===== src/rtl/pipeline_hazard_ctrl.sv =====
// Stall/flush sequencer for the five-stage pipeline: resolves hazards by priority,
// tracks the multi-cycle divider, holds un-accepted fetch redirects and counts stall cycles.
module pipeline_hazard_ctrl #(
    parameter int CNT_W = 32
) (
    input  logic             clk,
    input  logic             rst,
    input  logic [4:0]       d_rs1,
    input  logic [4:0]       d_rs2,
    input  logic             d_use_rs1,
    input  logic             d_use_rs2,
    input  logic [4:0]       e_rd,
    input  logic             e_is_load,
    input  logic             e_is_div,
    input  logic             e_mispredict,
    input  logic             m_exception,
    input  logic             f_mem_busy,
    input  logic             m_mem_busy,
    input  logic             div_done,
    input  logic             redirect_ready,
    output logic             stall_f,
    output logic             stall_d,
    output logic             stall_e,
    output logic             stall_m,
    output logic             flush_d,
    output logic             flush_e,
    output logic             flush_m,
    output logic             flush_w,
    output logic             div_start,
    output logic             div_kill,
    output logic             redirect_valid,
    output logic             redirect_cause,
    output logic [CNT_W-1:0] perf_stall_cnt
);

    typedef enum logic {ST_RUN, ST_DIV_WAIT} state_t;

    state_t           r_state;
    logic             r_rp;
    logic             r_rp_cause;
    logic [CNT_W-1:0] r_cnt;

    logic w_exc;
    logic w_load_use;
    logic w_in_div;
    logic w_launch;
    logic w_req;
    logic w_req_cause;

    assign w_exc      = m_exception & ~m_mem_busy;
    assign w_in_div   = (r_state == ST_DIV_WAIT);
    assign w_load_use = e_is_load & (e_rd != 5'd0) &
                        ((d_use_rs1 & (d_rs1 == e_rd)) | (d_use_rs2 & (d_rs2 == e_rd)));
    assign w_launch   = ~w_exc & ~m_mem_busy & ~w_in_div & e_is_div;

    // Only the highest-priority condition drives stalls; a pending redirect adds flush_d on top.
    always_comb begin
        stall_f        = 1'b0;
        stall_d        = 1'b0;
        stall_e        = 1'b0;
        stall_m        = 1'b0;
        flush_d        = 1'b0;
        flush_e        = 1'b0;
        flush_m        = 1'b0;
        flush_w        = 1'b0;
        div_start      = 1'b0;
        div_kill       = 1'b0;
        redirect_valid = 1'b0;
        redirect_cause = 1'b0;
        w_req          = 1'b0;
        w_req_cause    = 1'b0;
        if (rst) begin
            flush_d = 1'b1;
            flush_e = 1'b1;
            flush_m = 1'b1;
            flush_w = 1'b1;
        end else begin
            if (w_exc) begin
                flush_d     = 1'b1;
                flush_e     = 1'b1;
                flush_m     = 1'b1;
                flush_w     = 1'b1;
                w_req       = 1'b1;
                w_req_cause = 1'b1;
                div_kill    = w_in_div;
            end else if (m_mem_busy) begin
                stall_f = 1'b1;
                stall_d = 1'b1;
                stall_e = 1'b1;
                stall_m = 1'b1;
                flush_w = 1'b1;
            end else if (w_in_div) begin
                // On the div_done cycle nothing is stalled so the result leaves E.
                if (!div_done) begin
                    stall_f = 1'b1;
                    stall_d = 1'b1;
                    stall_e = 1'b1;
                    flush_m = 1'b1;
                end
            end else if (e_is_div) begin
                div_start = 1'b1;
                stall_f   = 1'b1;
                stall_d   = 1'b1;
                stall_e   = 1'b1;
                flush_m   = 1'b1;
            end else if (e_mispredict) begin
                flush_d = 1'b1;
                flush_e = 1'b1;
                w_req   = 1'b1;
            end else if (w_load_use) begin
                stall_f = 1'b1;
                stall_d = 1'b1;
                flush_e = 1'b1;
            end else if (f_mem_busy) begin
                stall_f = 1'b1;
                flush_d = 1'b1;
            end

            if (r_rp) begin
                flush_d = 1'b1;
            end
            redirect_valid = w_req | r_rp;
            redirect_cause = w_req ? w_req_cause : r_rp_cause;
        end
    end

    always_ff @(posedge clk) begin
        if (rst) begin
            r_state    <= ST_RUN;
            r_rp       <= 1'b0;
            r_rp_cause <= 1'b0;
            r_cnt      <= '0;
        end else begin
            case (r_state)
                ST_RUN:      if (w_launch) r_state <= ST_DIV_WAIT;
                ST_DIV_WAIT: if (w_exc || (!m_mem_busy && div_done)) r_state <= ST_RUN;
                default:     r_state <= ST_RUN;
            endcase

            // A fresh request refreshes the latched cause, so an exception overrides a pending branch.
            if (redirect_valid && redirect_ready) begin
                r_rp <= 1'b0;
            end else if (w_req) begin
                r_rp       <= 1'b1;
                r_rp_cause <= w_req_cause;
            end

            if (stall_d && (r_cnt != '1)) begin
                r_cnt <= r_cnt + CNT_W'(1);
            end
        end
    end

    assign perf_stall_cnt = r_cnt;

endmodule

===== config.mk =====
export PLATFORM = sky130hd
export DESIGN_NAME = pipeline_hazard_ctrl
export DESIGN_NICKNAME = d
export VERILOG_FILES = /design/src/rtl/pipeline_hazard_ctrl.sv
export SDC_FILE = /design/constraint.sdc
export NUM_CORES = 1
export LEC_CHECK = 0
export BUFFER_PORTS_ARGS = -buffer_cell sky130_fd_sc_hd__buf_4
export CORE_ASPECT_RATIO = 0.75
export CORE_MARGIN = 2
export CORE_UTILIZATION = 51
export CTS_BUF_LIST = sky130_fd_sc_hd__clkbuf_4 sky130_fd_sc_hd__clkbuf_8
export DETAILED_ROUTE_END_ITERATION = 8
export PLACE_DENSITY_LB_ADDON = 0.25
export SETUP_SLACK_MARGIN = 0.02
export SLEW_MARGIN = 25
export SYNTH_ARGS = -nofsm -noshare
export SYNTH_HDL_FRONTEND = slang
export SYNTH_SLANG_ARGS = --single-unit

===== constraint.sdc =====
create_clock -name clk -period 2.3 [get_ports clk]
set_clock_uncertainty 0.05 [all_clocks]
set_input_delay 0.23 -clock clk [delete_from_list [all_inputs] [get_ports clk]]
set_output_delay 0.23 -clock clk [all_outputs]
set_load 0.01 [all_outputs]

==> impl_results.md, run 1 <==
- R2r setup slk: 0.15 ns
- Area of the multi-input gates: 0.00120 mm²
- Detailed placement HPWL: 3.68 mm
- Setup CP Type: register to register
- Vias/cell: 5.32
- Placer Congestion: 0.837
- Root buffer cell: clkbuf_8
- Reg2reg start: perf_stall_cnt[1]$_SDFFE_PP0P_
- Die Wd: 76.1 µm
- Seq/Total Area, Yosys: 35.2%
- RSZ-0062 raised after global routing: no
- Register Area: 704 µm²
- HP Start: redirect_ready
- DRT iter0 DRCs: 139
- # hold bufs at CTS: 0
- CP startpoint kind: register
- Maximum number of pins on one net before global-route repair: 31
- Final non-filler cell total: 381
- PD cells: 453 mW/mm²
- #FFs+latches synth: 35
- Slew @ Worst Pin: 0.393 ns
- IO Count: 71
- Synth top cells by count: dfxtp_1, nor2_1, nand2_1
- Drc violations: 0
- Mapped Avg Cell Area: 8.13 µm²
- Vias: 2026
- WP data required: 2.44 ns
- Clk buf depth: 2
- Antenna violations before repair: 0
- Pleak: 1.12 nW
- Worst vdd ir: 325 µV
- Cells after Synth: 245
- CTS clk-pin slew, worst paths: 0.07 ns
- WL/cell: 13.0 µm
- Cell variety after synth: 45
- Worst setup slack after layout: 0.150 ns
- Final Slew Violations: 0
- Initial Util: 53.7%
- Dpl ws: 0.136 ns
- Remaining antenna violation count after routing: 0
- Antenna cells: 0
- Fillers: 307
- Top cell type by total area after synthesis: dfxtp_1
- Area Growth Syn to Fin: 35.6%
- YS warnings: 0
- Drt total wl: 4.97 mm
- Setup crit start: perf_stall_cnt[1]$_SDFFE_PP0P_
- Num CTS Buffers: 5
- Achievable Freq: 0.465 GHz
- Main flop type after synthesis: dfxtp_1
- Util after Layout: 72.8%
- EDFF count, synth: 0
- Overall power: 1.22 mW
- Crit end category: register
- Fraction of registers with async set/reset: 0%
- Clk_lat worst skew: 0.29 ns
- DIE HEIGHT: 58.1 µm
- Port Buffers: 70
- Critical Path Fanout Max: 17
- H-tree levels: 2
- Post-CTS Setup Repair Bufs: 0
- Num rows: 19
- GRT overflow: 0
- Fin nets: 356
- Final setup viols: 0
- Tot GR Track Use: 22.7%
- First-pass GRT wire length: 8.17 mm
- Hold Path Class: input port to register
- Min Tclk post-route: 2.15 ns
- Share of cells above drive strength 1: 33.7%
- Synth Cell Area: 0.00199 mm²
- Max Cap Viol: 0
- Synth Net Count: 273
- Drt pass-1 iters: 4
- Synth top area share: 35.2%
- Outcome: complete, no violations
- Placed insts: 373
- CP arrival: 2.29 ns
- Ratio of final minimum period to clock period: 93.5%
- Dominant cells by area after synthesis: dfxtp_1, xor2_1, nor2_1
- Max-slew headroom: 73.6%
- Vias in the first global route: 1743
- Final-report hold violation count: 0
- Clock Sinks: 35
- DIE AREA: 0.00442 mm²
- Core area: 0.00371 mm²
- CTS tree: done
- Setup TNS: 0 ns
## final timing paths
check / end / cells after the start
worst max register to register: perf_stall_cnt[16]$_SDFFE_PP0P_ / 7
worst min-delay path: r_rp$_SDFFE_PP0P_ / 2
worst max-delay path: perf_stall_cnt[16]$_SDFFE_PP0P_ / 7
worst min register to register: r_rp_cause$_SDFFE_PP0P_ / 2
## cell usage in the layout (no fill, tap or decap), types with 3 or more instances in the layout
| master | Yosys | final |
|---|---|---|
| a21oi_1 | 10 | 10 |
| and3_1 | 5 | 5 |
| buf_4 | 1 | 85 |
| clkbuf_8 | 2 | 5 |
| clkinv_2 | 0 | 3 |
| dfxtp_1 | 35 | 32 |
| dfxtp_2 | 0 | 3 |
| inv_1 | 3 | 3 |
| mux2i_1 | 3 | 3 |
| nand2_1 | 29 | 29 |
| nand3_1 | 14 | 14 |
| nand4_1 | 13 | 13 |
| nor2_1 | 35 | 35 |
| nor2b_1 | 3 | 3 |
| nor3_1 | 6 | 6 |
| o21a_1 | 4 | 4 |
| o21ai_0 | 11 | 11 |
| or3_1 | 6 | 6 |
| xnor2_1 | 13 | 13 |
| xor2_1 | 16 | 16 |
## kinds of logic (layout without fill, tap and decap cells)
kind of cell | Yosys count | in the layout | synth area share [%]
AO/OA/AOI/OAI | 33 | 33 | 9.93
XOR/XNOR | 29 | 29 | 12.8
adder cells (fa/ha/maj) | 1 | 1 | 0.628
buffers and inverters | 12 | 96 | 4.65
flip-flops | 35 | 35 | 35.2
multiplexers | 4 | 4 | 2.26
AND/OR/NAND/NOR | 131 | 131 | 34.6
## final cells by class
class | count | share of cell area [%]
multi-input combinational | 198 | 44.3
sequential | 35 | 26.1
timing repair buffer | 85 | 23.6
clock buffer | 5 | 2.55
tap | 52 | 2.41
clock inverter | 3 | 0.556
inverter | 3 | 0.417
## routing by layer
metal  GRT usage [%]  vias to the layer above  share of wire [%]
li1                -                     1024                  -
met1            32.4                      951                 50
met2            35.6                       51                 45
met3            4.36                        0                5.0
met4            6.23                        0                  0
met5               0                        -                  0
## state kept, by name, summed over array words and instances, names as in the netlist
register        count
perf_stall_cnt     32
r_rp                1
r_rp_cause          1
r_state             1
## report_power, final
group          internal (mW)  switching (mW)
registers              0.613         0.00668
clock network          0.207           0.229
logic                 0.0874          0.0805
total                  0.908           0.317
## worst max-delay path, stage by stage (launching register included)
cell and delay, ns:
dfxtp_2 0.37, ha_1 0.17, and4_1 0.21, nand4_1 0.17, or4_4 0.59, nand3_4 0.15, nor2_2 0.06, mux2_4 0.28
## metrics by stage
stage | hold slack, ns | area (µm²)
6_report | 0.0456 | 2700
2_1_floorplan | 0.252 | 1990
5_1_grt | 0.0428 | 2700
3_3_place_gp | 0.353 | 2610
3_5_place_dp | 0.353 | 2610
4_1_cts | 0.0470 | 2700
## what timing repair did
action / CTS / global route
endpoints found under the hold margin: 0 / 0
gates resized for setup: 0 / 3
setup endpoints to repair: 0 / 1
Power figures use the tool's default switching activity.
==> inputs of run 2 (changes only) <==
--- a/config.mk
+++ b/config.mk
@@ -5,10 +5,13 @@
 export SDC_FILE = /design/constraint.sdc
 export NUM_CORES = 1
 export LEC_CHECK = 0
+export ABC_AREA = 1
 export BUFFER_PORTS_ARGS = -buffer_cell sky130_fd_sc_hd__buf_4
+export CELL_PAD_IN_SITES_DETAIL_PLACEMENT = 0
+export CELL_PAD_IN_SITES_GLOBAL_PLACEMENT = 2
 export CORE_ASPECT_RATIO = 0.75
 export CORE_MARGIN = 2
-export CORE_UTILIZATION = 51
+export CORE_UTILIZATION = 27
 export CTS_BUF_LIST = sky130_fd_sc_hd__clkbuf_4 sky130_fd_sc_hd__clkbuf_8
 export DETAILED_ROUTE_END_ITERATION = 8
 export PLACE_DENSITY_LB_ADDON = 0.25
==> impl_results.md, run 2 <==
- Root buffer cell: clkbuf_8
- Most common cell in the synthesized netlist: nand2_1
- Synth Net Count: 479 (+75%)
- RSZ-0062 raised after global routing: no
- YS warnings: 0 (unchanged)
- EDFF count, synth: 0 (unchanged)
- Antenna cells: 0 (unchanged)
- Die Wd: 118 µm (+54%)
- Worst vdd ir: 229 µV (-30%)
- Post-CTS Setup Repair Bufs: 0 (unchanged)
- CTS clk-pin slew, worst paths: 0.08 ns (about the same)
- NetSw: 0.367 mW (+16%)
- DIE AREA: 0.0105 mm² (+140%)
- Synth Cell Area: 0.00261 mm² (+31%)
- Num rows: 31 (+12)
- Register Area: 701 µm² (-0.53%)
- Clock Sinks: 35 (unchanged)
- Reg2Reg Depth: 8 (+1)
- Design area: 0.00346 mm² (+28%)
- Overall power: 1.35 mW (+10%)
- P_int: 0.979 mW (+7.8%)
- Drc violations: 0 (unchanged)
- Hold endpoint: r_rp$_SDFFE_PP0P_
- Hold Path Class: input port to register
- Dominant cells by area after synthesis: dfxtp_1, nand2_1, nand3_1
- Reg2reg start: perf_stall_cnt[2]$_SDFFE_PP0P_
- Share of cells above drive strength 1: 19.5% (-14 points)
- Num CTS Buffers: 5 (unchanged)
- Outcome: complete, no violations
- Maximum number of pins on one net before global-route repair: 35 (+13%)
- Setup CP Type: register to register
- Max-slew headroom: 57.8% (-16 points)
- Clock power frac: 39.8% (+4.1 points)
- Fraction of registers with async set/reset: 0% (unchanged)
- # hold bufs at CTS: 0 (unchanged)
- CP arrival: 2.16 ns (-0.13 ns)
- Resize count post-CTS: 0 (unchanged)
- Placed insts: 657 (+76%)
- Hold Crit Depth: 4 (+2)
- Setup crit start: perf_stall_cnt[2]$_SDFFE_PP0P_
- Main flop type after synthesis: dfxtp_1
- Achievable Freq: 0.507 GHz (+8.9%)
- IO Count: 71 (unchanged)
- Clk buf depth: 2 (unchanged)
- Fillers: 1090 (+260%)
- Min Hold Slack: 0.119 ns (+0.0731 ns)
- Setup TNS: 0 ns (unchanged)
- CP startpoint kind: register
- H-tree levels: 2 (unchanged)
- Cells after Synth: 451 (+84%)
- Cell variety after synth: 27 (-40%)
- Vias in the first global route: 2881 (+65%)
- Slew @ Worst Pin: 0.628 ns (+0.235 ns)
- First-pass GRT wire length: 15.1 mm (+85%)
- HP Start: redirect_ready
- Placer Congestion: 0.851 (+1.7%)
- Final setup viols: 0 (unchanged)
- Drt pass-1 iters: 4 (unchanged)
- Max reg flops: 32 (unchanged)
- Final Slew Violations: 0 (unchanged)
- Synth top cells by count: nand2_1, nor2_1, inv_1
- Top cell type by total area after synthesis: dfxtp_1
- Clk_lat worst skew: 0.30 ns (about the same)
- Commonest non-fill, non-tap cell in the layout: nand2_1
- Dpl ws: 0.316 ns (+0.180 ns)
- Most frequent cells in the layout: nand2_1, buf_4, nor2_1
- Sequential share of power: 45.7% (-4.9 points)
- Crit end category: register
- Port Buffers: 70 (unchanged)
- Comb pwr share: 14.5% (+0.8 points)
- Min Tclk post-route: 1.97 ns (-0.176 ns)
- Sw Ratio: 27.3% (+1.4 points)
- Ratio of final minimum period to clock period: 85.8% (-7.7 points)
- Vias: 2978 (+47%)
- Pleak: 1.51 nW (+35%)
- Mapped Avg Cell Area: 5.79 µm² (-29%)
- Antenna violations before repair: 0 (unchanged)
- Area of the multi-input gates: 0.00165 mm² (+38%)
- GRT overflow: 0 (unchanged)
- Remaining antenna violation count after routing: 0 (unchanged)
- Worst setup slack after layout: 0.327 ns (+0.176 ns)
- Reg-to-reg endpoint: perf_stall_cnt[30]$_SDFFE_PP0P_
- Tot GR Track Use: 18.5% (-4.2 points)
- Vias/cell: 4.48 (-16%)
- Detailed placement HPWL: 7.21 mm (+96%)
- R2r setup slk: 0.33 ns (+0.18 ns)
- Util after Layout: 36.2% (-37 points)
- DIE HEIGHT: 89.2 µm (+53%)
- CTS tree: done
- Final-report hold violation count: 0 (unchanged)
- WP data required: 2.49 ns (+0.05 ns)
- Max Cap Viol: 0 (unchanged)
- DRT iter0 DRCs: 164 (+18%)
- Core area: 0.00954 mm² (+160%)
- Seq/Total Area, Yosys: 26.8% (-8.4 points)
- PD cells: 389 mW/mm² (-14%)
- Area Growth Syn to Fin: 32.3%
- Placed inst area: 0.00335 mm² (+28%)
- Initial Util: 27.4% (-26 points)
- Synth top area share: 26.8% (-8.4 points)
- Fin nets: 560 (+57%)
- Final non-filler cell total: 665 (+75%)
- Critical Path Fanout Max: 7 (-10)
- WL/cell: 13.8 µm (+6.1%)
- Drt total wl: 9.21 mm (+85%)
- #FFs+latches synth: 35 (unchanged)
run 2: cell families (layout without fill, tap and decap cells):
logic type	after synthesis	after routing	synth area share, %
simple gates	298	298	49.7
xor+xnor	15	15	5.03
flops	35	35	26.8
buf+inv	61	143	9.87
fa+ha+maj	1	1	0.479
compound gates	41	41	8.10
run 2: how the worst max path moves through the flow:
stage,depth (start not counted),endpoint,slack (ns)
after floorplan,9,perf_stall_cnt[1]$_SDFFE_PP0P_,0.30
after global placement,9,perf_stall_cnt[29]$_SDFFE_PP0P_,0.37
after detailed placement,9,perf_stall_cnt[8]$_SDFFE_PP0P_,0.32
after CTS,9,perf_stall_cnt[26]$_SDFFE_PP0P_,0.29
after global routing,8,perf_stall_cnt[6]$_SDFFE_PP0P_,0.05
final,8,perf_stall_cnt[30]$_SDFFE_PP0P_,0.33
run 2: power by group through the flow:
stage / Sequential, mW / Clock [mW] / Combinational (mW)
final: 0.615 / 0.536 / 0.195
after global routing: 0.616 / 0.582 / 0.219
after CTS: 0.615 / 0.555 / 0.198
after detailed placement: 0.630 / 0 / 0.198
after global placement: 0.629 / 0 / 0.198
after floorplan: 0.632 / 0 / 0.105
run 2: worst max-delay path, stage by stage, from the launching register on:
cell     delay, ns
dfxtp_1       0.47
inv_1         0.07
nor3_1        0.36
nand2_1       0.10
nor2_1        0.42
nand3_1       0.13
nand2_1       0.09
nand3_1       0.08
a21oi_1       0.14
run 2: final cells by class:
| cell class | instances | share of cell area (%) |
|---|---|---|
| multi-input cells | 355 | 47.8 |
| flip-flops and latches | 35 | 20.3 |
| repair buffers | 87 | 18.9 |
| inverters | 48 | 5.21 |
| well taps | 132 | 4.78 |
| clock buffers | 8 | 3.01 |
run 2: per-layer routing:
layer	share of wire, %	track usage, %
met5	0	0
met3	6.3	3.44
met4	0.92	3.94
met1	53	27.1
met2	40	28.5
